**src/rtl/udm_shift_accel_if.sv**
```systemverilog
// UDM debug-bus connection between the bridge (master) and a memory-mapped slave.
interface udm_shift_accel_if;
  logic        req;
  logic        we;
  logic [31:0] addr;
  logic [3:0]  be;
  logic [31:0] wdata;
  logic        ack;
  logic        resp;
  logic [31:0] rdata;

  modport master (
    output req, we, addr, be, wdata,
    input  ack, resp, rdata
  );

  modport slave (
    input  req, we, addr, be, wdata,
    output ack, resp, rdata
  );
endinterface

```
**src/rtl/udm_shift_accel.sv**
```systemverilog
// Iterative shift co-processor on the UDM bus: DATA/CMD/STATUS/RESULT window,
// shifting up to STEP bit positions per cycle until the commanded amount is consumed.
module udm_shift_accel #(
  parameter logic [31:0] BASE_ADDR = 32'h0000_0100,
  parameter int unsigned STEP      = 1
) (
  input  logic                 clk_i,
  input  logic                 rst_i,
  udm_shift_accel_if.slave     bus,
  output logic                 busy_o,
  output logic                 done_o
);

  localparam logic [0:0] S_IDLE = 1'b0;
  localparam logic [0:0] S_RUN  = 1'b1;

  localparam logic [1:0] R_DATA   = 2'd0;
  localparam logic [1:0] R_CMD    = 2'd1;
  localparam logic [1:0] R_STATUS = 2'd2;
  localparam logic [1:0] R_RESULT = 2'd3;

  localparam logic [4:0] STEP_V = 5'(STEP);

  logic [0:0]  state_q,  state_d;
  logic [31:0] data_q,   data_d;
  logic [31:0] cmd_q,    cmd_d;
  logic [31:0] result_q, result_d;
  logic [31:0] work_q,   work_d;
  logic [4:0]  cnt_q,    cnt_d;
  logic        done_q,   done_d;
  logic        err_q,    err_d;
  logic        zpend_q,  zpend_d;
  logic        resp_q,   resp_d;
  logic [31:0] rdata_q,  rdata_d;

  logic        hit;
  logic        acc;
  logic        wr_data;
  logic        wr_cmd;
  logic        wr_stat;
  logic        rd;
  logic [1:0]  sel;
  logic        run;
  logic [4:0]  step_s;
  logic [31:0] shifted;
  logic        unused_addr_lsb;

  function automatic logic [31:0] shift_by(
    input logic [31:0] w,
    input logic [4:0]  s,
    input logic        dir_right,
    input logic        arith
  );
    logic signed [31:0] sw;
    sw = signed'(w);
    if (!dir_right)
      return w << s;
    else if (arith)
      return unsigned'(sw >>> s);
    else
      return w >> s;
  endfunction

  // Misses leave ack low so other slaves on the bus can answer.
  assign hit     = (bus.addr[31:4] == BASE_ADDR[31:4]);
  assign acc     = bus.req & hit & ~rst_i;
  assign sel     = bus.addr[3:2];
  assign wr_data = acc & bus.we & (sel == R_DATA);
  assign wr_cmd  = acc & bus.we & (sel == R_CMD);
  assign wr_stat = acc & bus.we & (sel == R_STATUS);
  assign rd      = acc & ~bus.we;
  assign run     = (state_q == S_RUN);

  assign unused_addr_lsb = ^bus.addr[1:0];

  assign step_s  = (cnt_q < STEP_V) ? cnt_q : STEP_V;
  assign shifted = shift_by(work_q, step_s, cmd_q[0], cmd_q[1]);

  always_comb begin
    state_d  = state_q;
    data_d   = data_q;
    cmd_d    = cmd_q;
    result_d = result_q;
    work_d   = work_q;
    cnt_d    = cnt_q;
    done_d   = done_q;
    err_d    = err_q;
    zpend_d  = 1'b0;
    resp_d   = 1'b0;
    rdata_d  = '0;

    // W1C is applied first so any set later in this block takes priority.
    if (wr_stat) begin
      if (bus.wdata[1]) done_d = 1'b0;
      if (bus.wdata[2]) err_d  = 1'b0;
    end

    if (zpend_q) begin
      result_d = work_q;
      done_d   = 1'b1;
    end

    if (wr_data) begin
      if (run) begin
        err_d = 1'b1;
      end else begin
        for (int b = 0; b < 4; b++)
          if (bus.be[b]) data_d[8*b +: 8] = bus.wdata[8*b +: 8];
      end
    end

    if (wr_cmd) begin
      if (run) begin
        err_d = 1'b1;
      end else begin
        cmd_d  = bus.wdata;
        work_d = data_q;
        cnt_d  = bus.wdata[6:2];
        done_d = 1'b0;
        if (bus.wdata[6:2] == 5'd0)
          zpend_d = 1'b1;
        else
          state_d = S_RUN;
      end
    end

    if (run) begin
      work_d = shifted;
      cnt_d  = cnt_q - step_s;
      if (cnt_q == step_s) begin
        result_d = shifted;
        done_d   = 1'b1;
        state_d  = S_IDLE;
      end
    end

    // Read data is captured at acceptance and presented for exactly one cycle.
    if (rd) begin
      resp_d = 1'b1;
      unique case (sel)
        R_DATA:   rdata_d = data_q;
        R_CMD:    rdata_d = cmd_q;
        R_STATUS: rdata_d = {29'd0, err_q, done_q, run};
        R_RESULT: rdata_d = result_q;
        default:  rdata_d = '0;
      endcase
    end
  end

  always_ff @(posedge clk_i or posedge rst_i) begin
    if (rst_i) begin
      state_q  <= S_IDLE;
      data_q   <= '0;
      cmd_q    <= '0;
      result_q <= '0;
      work_q   <= '0;
      cnt_q    <= '0;
      done_q   <= 1'b0;
      err_q    <= 1'b0;
      zpend_q  <= 1'b0;
      resp_q   <= 1'b0;
      rdata_q  <= '0;
    end else begin
      state_q  <= state_d;
      data_q   <= data_d;
      cmd_q    <= cmd_d;
      result_q <= result_d;
      work_q   <= work_d;
      cnt_q    <= cnt_d;
      done_q   <= done_d;
      err_q    <= err_d;
      zpend_q  <= zpend_d;
      resp_q   <= resp_d;
      rdata_q  <= rdata_d;
    end
  end

  assign bus.ack   = acc;
  assign bus.resp  = resp_q;
  assign bus.rdata = rdata_q;
  assign busy_o    = run;
  assign done_o    = done_q;

endmodule

```
**src/flat_wrapper.sv**
```systemverilog
// flat-port wrapper written by rule: the top's interface ports become plain ports
module udm_shift_accel_flat 
#(
  parameter logic [31:0] BASE_ADDR = 32'h0000_0100,
  parameter int unsigned STEP      = 1
)
  (clk_i, rst_i, busy_o, done_o, bus_req, bus_we, bus_addr, bus_be, bus_wdata, bus_ack, bus_resp, bus_rdata);
  udm_shift_accel_if bus_i ();
  input  logic clk_i;
  input  logic rst_i;
  output logic busy_o;
  output logic done_o;
  input wire logic [$bits(bus_i.req)-1:0] bus_req;
  input wire logic [$bits(bus_i.we)-1:0] bus_we;
  input wire logic [$bits(bus_i.addr)-1:0] bus_addr;
  input wire logic [$bits(bus_i.be)-1:0] bus_be;
  input wire logic [$bits(bus_i.wdata)-1:0] bus_wdata;
  output wire logic [$bits(bus_i.ack)-1:0] bus_ack;
  output wire logic [$bits(bus_i.resp)-1:0] bus_resp;
  output wire logic [$bits(bus_i.rdata)-1:0] bus_rdata;
  assign bus_i.req = bus_req;
  assign bus_i.we = bus_we;
  assign bus_i.addr = bus_addr;
  assign bus_i.be = bus_be;
  assign bus_i.wdata = bus_wdata;
  assign bus_ack = bus_i.ack;
  assign bus_resp = bus_i.resp;
  assign bus_rdata = bus_i.rdata;
  udm_shift_accel #(.BASE_ADDR(BASE_ADDR), .STEP(STEP)) u_core (.clk_i(clk_i), .rst_i(rst_i), .bus(bus_i), .busy_o(busy_o), .done_o(done_o));
endmodule
```
**config.mk**
```make
export PLATFORM = sky130hd
export DESIGN_NAME = udm_shift_accel_flat
export DESIGN_NICKNAME = d
export VERILOG_FILES = /design/src/rtl/udm_shift_accel_if.sv /design/src/rtl/udm_shift_accel.sv /design/src/flat_wrapper.sv
export SDC_FILE = /design/constraint.sdc
export NUM_CORES = 1
export LEC_CHECK = 0
export CAP_MARGIN = 20
export CORE_ASPECT_RATIO = 0.6
export CORE_MARGIN = 1
export CORE_UTILIZATION = 35
export CTS_BUF_LIST = sky130_fd_sc_hd__clkbuf_2 sky130_fd_sc_hd__clkbuf_4 sky130_fd_sc_hd__clkbuf_8
export CTS_CLUSTER_DIAMETER = 60
export DETAILED_ROUTE_END_ITERATION = 7
export PLACE_DENSITY_LB_ADDON = 0.05
export SETUP_SLACK_MARGIN = 0.1
export SYNTH_ARGS = -nofsm -noshare
export SYNTH_HDL_FRONTEND = slang
export SYNTH_SLANG_ARGS = --single-unit
```
**constraint.sdc**
```tcl
create_clock -name clk_i -period 5.09 [get_ports clk_i]
set_input_delay 0.7635 -clock clk_i [delete_from_list [all_inputs] [get_ports clk_i]]
set_output_delay 0.7635 -clock clk_i [all_outputs]
set_load 0.005 [all_outputs]
```
After elaboration in Yosys (flattened, before gate mapping)
Index checks and enable logic that the tools add are counted.
{"block": "totals", "ff_bits": 170, "elab_cells": 76}
{"block": "classes", "addsub": 1, "magnitude_cmp": 1, "eq_ne": 5, "shift": 3, "n_mux": 34, "bitwise_logic": 10, "n_reduce_logical": 8}
{"operator": "2-to-1 mux 32 bit", "count": 8}
{"operator": "case mux 32 bit (4 select lines)", "count": 1}
{"operator": "<< shifter 32 x 5 -> 32 bit", "count": 1}
{"operator": ">> shifter 32 x 5 -> 32 bit", "count": 1}
{"operator": ">>> shifter 32 x 5 -> 32 bit", "count": 1}
{"operator": "equality test 28 x 5 -> 1 bit, second input constant", "count": 1}
{"operator": "2-to-1 mux 1 bit", "count": 22}
{"operator": "2-to-1 mux 5 bit", "count": 3}
{"operator": "AND reduction 3 bit", "count": 4}
{"operator": "AND 1 bit", "count": 7}
{"operator": "equality test 5 bit", "count": 1}
{"operator": "logical NOT 5 bit", "count": 1}
{"operator": "< comparator 5 x 1 -> 1 bit, second input constant", "count": 1}
{"operator": "subtractor 5 bit", "count": 1}
{"operator": "equality test 2 bit, second input constant", "count": 2}
{"operator": "inverter 1 bit", "count": 3}
{"operator": "equality test 2 x 1 -> 1 bit, second input constant", "count": 1}
{"operator": "logical NOT 2 bit", "count": 1}
{"operator": "AND reduction 2 bit", "count": 1}
{"operator": "nonzero test 2 bit", "count": 1}

Logic depth before layout (Yosys ltp)
{"block": "depth", "depth_word": 11, "ltp_mapped": 9, "ltp_nobuf": 7}

Worst setup path after synthesis
No wires, ideal clock.
{"block": "synth_path", "kind": "input to output", "start": "in bus_addr[23]", "end": "out bus_ack", "arrival_ns": 1.907, "slack_ns": 2.419, "stages": 6, "path_cell_list": "nor4_4 > and4_1 > buf_2 > buf_2 > nand2_1 > inv_1"}
{"block": "synth_between", "elab_chain_cells": 3}
{"item": "start, declared", "line": "flat_wrapper.sv:15", "text": "input wire logic [$bits(bus_i.addr)-1:0] bus_addr;"}
{"item": "equality test 28 x 5 -> 1 bit", "line": "udm_shift_accel.sv:65", "text": "assign hit = (bus.addr[31:4] == BASE_ADDR[31:4]);"}
{"item": "AND 1 bit (2 in a row)", "line": "udm_shift_accel.sv:66", "text": "assign acc = bus.req & hit & ~rst_i;"}
{"item": "end, declared", "line": "flat_wrapper.sv:18", "text": "output wire logic [$bits(bus_i.ack)-1:0] bus_ack;"}
No other way between the ends.

Worst setup path in the final report
Ends and elaborated chain as after synthesis.

==> run_results.csv <==
group,metric,value,unit
place,gp_congestion,0.849,
sta,skew,14.5,ps
cells_and_area,nets,857,
floorplan,dieArea,24200,um^2
clock_network,post-cts-setup-buffers,0,
floorplan,start_util,35.7,%
sta,min_period_over_period,73.2,%
logic_synthesis,syn_area,8250,um^2
floorplan,die_height,121,um
global_route,grt_usage,20.4,%
global_route,grt-ovfl-total,0,
power,power.density,244,nW/um^2
critical_path,crit_arrival,2960,ps
sta,post-route-min-period,3730,ps
critical_path,worstSetupEndpointType,"output port",
clock_network,cts_root_buffer,"clkbuf_8",
hold_path,hold_path_class,"reg -> reg",
logic_synthesis,ys_async_sr_fraction,100,%
clock_network,holdBufCountCts,0,
routing,via_count,6107,
critical_path,cp_max_fo,22,
critical_path,crit_family,"buffers and inverters",
logic_synthesis,synth_top_flop_cell,"dfrtp_1",
floorplan,io_pins,108,
floorplan,core_area,23100,um^2
critical_path,cp-start-kind,"primary input",
sta,max_freq,268,MHz
clock_network,ctsResizeCount,0,
cells_and_area,area_delta_synth_final,20.8,%
clock_network,clockBufferDepth,2,
job,max_cap_viol_count,0,
logic_synthesis,ys_seq_area_share,51.6,%
routing,wl_per_cell,21.2,um
critical_path,path_buf_inv,4,
floorplan,die_x,200,um
sta,slew_headroom,28.9,%
logic_synthesis,syn_nets,771,
cells_and_area,fill_cells,2170,
cells_and_area,antenna_cells,0,
cells_and_area,multi_input_area,3690,um^2
routing,drt_wl_total,23.5,mm
clock_network,clkSlewWorstSetupHoldPaths,90,ps
sta,worstMarginPinSlew,1070,ps
place,placedCellCount,1079,
clock_network,clkLatencyLatePin,470,ps
critical_path,critical-path-slowest-cell,"clkdlybuf4s50_1",
critical_path,cpMostUsedCell,"clkdlybuf4s50_1",
cells_and_area,drive_gt1_share,17.1,%
clock_network,numCtsBuffers,17,
clock_network,htree_levels,4,
power,power.leakage,0.00427,uW
logic_synthesis,ys_types,58,
power,ir_drop,0.142,mV
global_route,grt_pass1_wl,37.7,mm
critical_path,cp_slowest_stage_delay,500,ps
clock_network,clock_sinks,170,
critical_path,crit_chain,"clkdlybuf4s50_1 > nor4_4 > and4_1 > buf_4 > nand2_1 > inv_1 > clkdlybuf4s50_1",
logic_synthesis,postSynthAreaPerCell,11.8,um^2
routing,viasPerCell,5.49,
sta,hold_viol,0,
routing,drt_iter0_drc,409,
global_route,antenna_found_initial,0,
cells_and_area,seq_area,4250,um^2
global_route,grt_pass1_vias,6401,
sta,setup_violations,0,
place,io_buffer_count,105,
logic_synthesis,ys_warn_count,0,
routing,antenna_left,0,
global_route,grt_max_degree,171,
run_status,violations,"DRC",
place,dp_hpwl,14.9,mm
sta,report.final.slew_viol_count,0,
cells_and_area,instances_no_fill,1112,
run_status,status,"finished with violations",
routing,drc,2,
floorplan,num_rows,43,
sta,setup_tns,0,ps
routing,dr.pass1.iters,7,
clock_network,cts_tree,"yes",
critical_path,cp.required,4330,ps
critical_path,critPathKind,"in -> out",
logic_synthesis,synthCells,698,
logic_synthesis,ys_ff_latch,170,
logic_synthesis,synth_edf_count,0,
sta,rsz0062_at_grt,"no",
[cell families (layout without fill, tap and decap cells)]
family	after synthesis	count (layout)	share of synthesized area, %
xor+xnor	2	2	0.212
buf+inv	64	163	4.00
simple gates	175	175	11.5
fa+ha+maj	1	1	0.152
compound gates	158	158	14.8
mux	128	128	17.8
flops	170	170	51.6
[sequential cells by signal, indices dropped and copies added (netlist names)]
signal and cells:
u_core.done_o 1, u_core.zpend_q 1, u_core.bus.rdata 32, u_core.result_q 32
u_core.cnt_q 5, u_core.bus.resp 1, u_core.data_q 32, u_core.err_q 1
u_core.busy_o 1, u_core.cmd_q 32, u_core.work_q 32
[final timing paths]
| kind | start | end | slack (ps) | depth (start not counted) |
|---|---|---|---|---|
| setup / recovery | bus_addr[23] | bus_ack | 1360 | 7 |
| hold / removal | u_core.err_q$_DFF_PP0_ | u_core.err_q$_DFF_PP0_ | 500 | 1 |
| setup reg to reg | u_core.cnt_q[1]$_DFFE_PP0P_ | u_core.result_q[6]$_DFF_PP0_ | 1730 | 7 |
| hold reg to reg | u_core.err_q$_DFF_PP0_ | u_core.err_q$_DFF_PP0_ | 500 | 1 |
| max in group asynchronous | rst_i | u_core.work_q[8]$_DFFE_PP0P_ | 3300 | 3 |
| min in group asynchronous | rst_i | u_core.cmd_q[30]$_DFFE_PP0P_ | 950 | 3 |
[Yosys cell counts, types with 2 or more instances]
cell type / n / area [um^2]
nor3_4: 4 / 65.1
buf_6: 8 / 90.1
nand4_1: 4 / 25.0
mux4_2: 3 / 67.6
o31ai_1: 15 / 113
o21ai_0: 24 / 120
nor3b_1: 2 / 15.0
mux2_4: 16 / 240
and4_1: 2 / 17.5
clkbuf_1: 27 / 101
a211oi_1: 2 / 15.0
a21oi_1: 32 / 160
nor3_1: 2 / 10.0
nand4_2: 2 / 25.0
o221a_1: 19 / 214
buf_2: 12 / 60.1
nor2_1: 94 / 353
nand2_1: 30 / 113
buf_1: 5 / 18.8
mux2_1: 5 / 56.3
a41oi_1: 14 / 123
xor2_1: 2 / 17.5
dfrtp_1: 170 / 4250
nor4_2: 4 / 50.1
mux2_2: 44 / 495
nor4_1: 6 / 37.5
mux2i_1: 59 / 591
and3b_1: 2 / 17.5
nor2b_1: 6 / 37.5
and3_1: 2 / 12.5
nor4b_2: 2 / 30.0
a221o_1: 30 / 300
buf_4: 4 / 30.0
nand3b_1: 2 / 15.0
a22oi_1: 13 / 97.6
inv_1: 8 / 30.0
[through the flow]
step	area (um^2)	worst slack (ps)	power, uW	hold slack, ps	util (%)
finish	9970	1360	2440	504	43.1
global route	9970	1160	2540	513	43.1
CTS	9950	1330	2470	504	43.0
detailed placement	9580	1340	1520	482	41.4
global placement	9550	1350	1510	478	41.3
floorplan	8260	2160	1430	452	-
[metal layers]
| metal | share of wire (%) | GRT usage [%] | vias to the layer above |
|---|---|---|---|
| met3 | 5.2 | 4.46 | 19 |
| li1 | - | - | 2762 |
| met5 | 0 | 0 | - |
| met1 | 52 | 31.0 | 3114 |
| met2 | 41 | 28.3 | 212 |
| met4 | 1.0 | 6.30 | 0 |
[area by class of cell]
cell class / instances / area share [%]
Clock buffer: 17 / 2.35
Clock inverter: 15 / 1.41
Inverter: 8 / 0.339
Multi-Input combinational cell: 464 / 37.0
Sequential cell: 170 / 42.7
Tap cell: 315 / 3.95
Timing Repair Buffer: 123 / 12.2
[report_power, final]
part           switching [uW]  internal, uW  total (uW)
sequential           0.000122          1350        1350
clock                     551           396         946
combinational            76.4          63.0         139
total                     627          1810        2440
[placed cells by master (no fill, tap or decap), drive strengths merged, types with 3 or more instances in the layout]
| master | instances |
|---|---|
| clkdlybuf4s50 | 104 |
| nand4 | 7 |
| clkinvlp | 4 |
| buf | 19 |
| a221o | 31 |
| a41oi | 14 |
| nor4b | 3 |
| mux4 | 3 |
| mux2i | 60 |
| mux2 | 65 |
| o21ai | 24 |
| nand2 | 30 |
| clkinv | 5 |
| o31ai | 15 |
| o221a | 19 |
| a21oi | 32 |
| nor2b | 6 |
| nor3 | 6 |
| clkbuf | 17 |
| a22oi | 13 |
| nor2 | 94 |
| nor4 | 11 |
| inv | 13 |
| dfrtp | 170 |
Note: power is estimated with default switching activity, not from simulation.
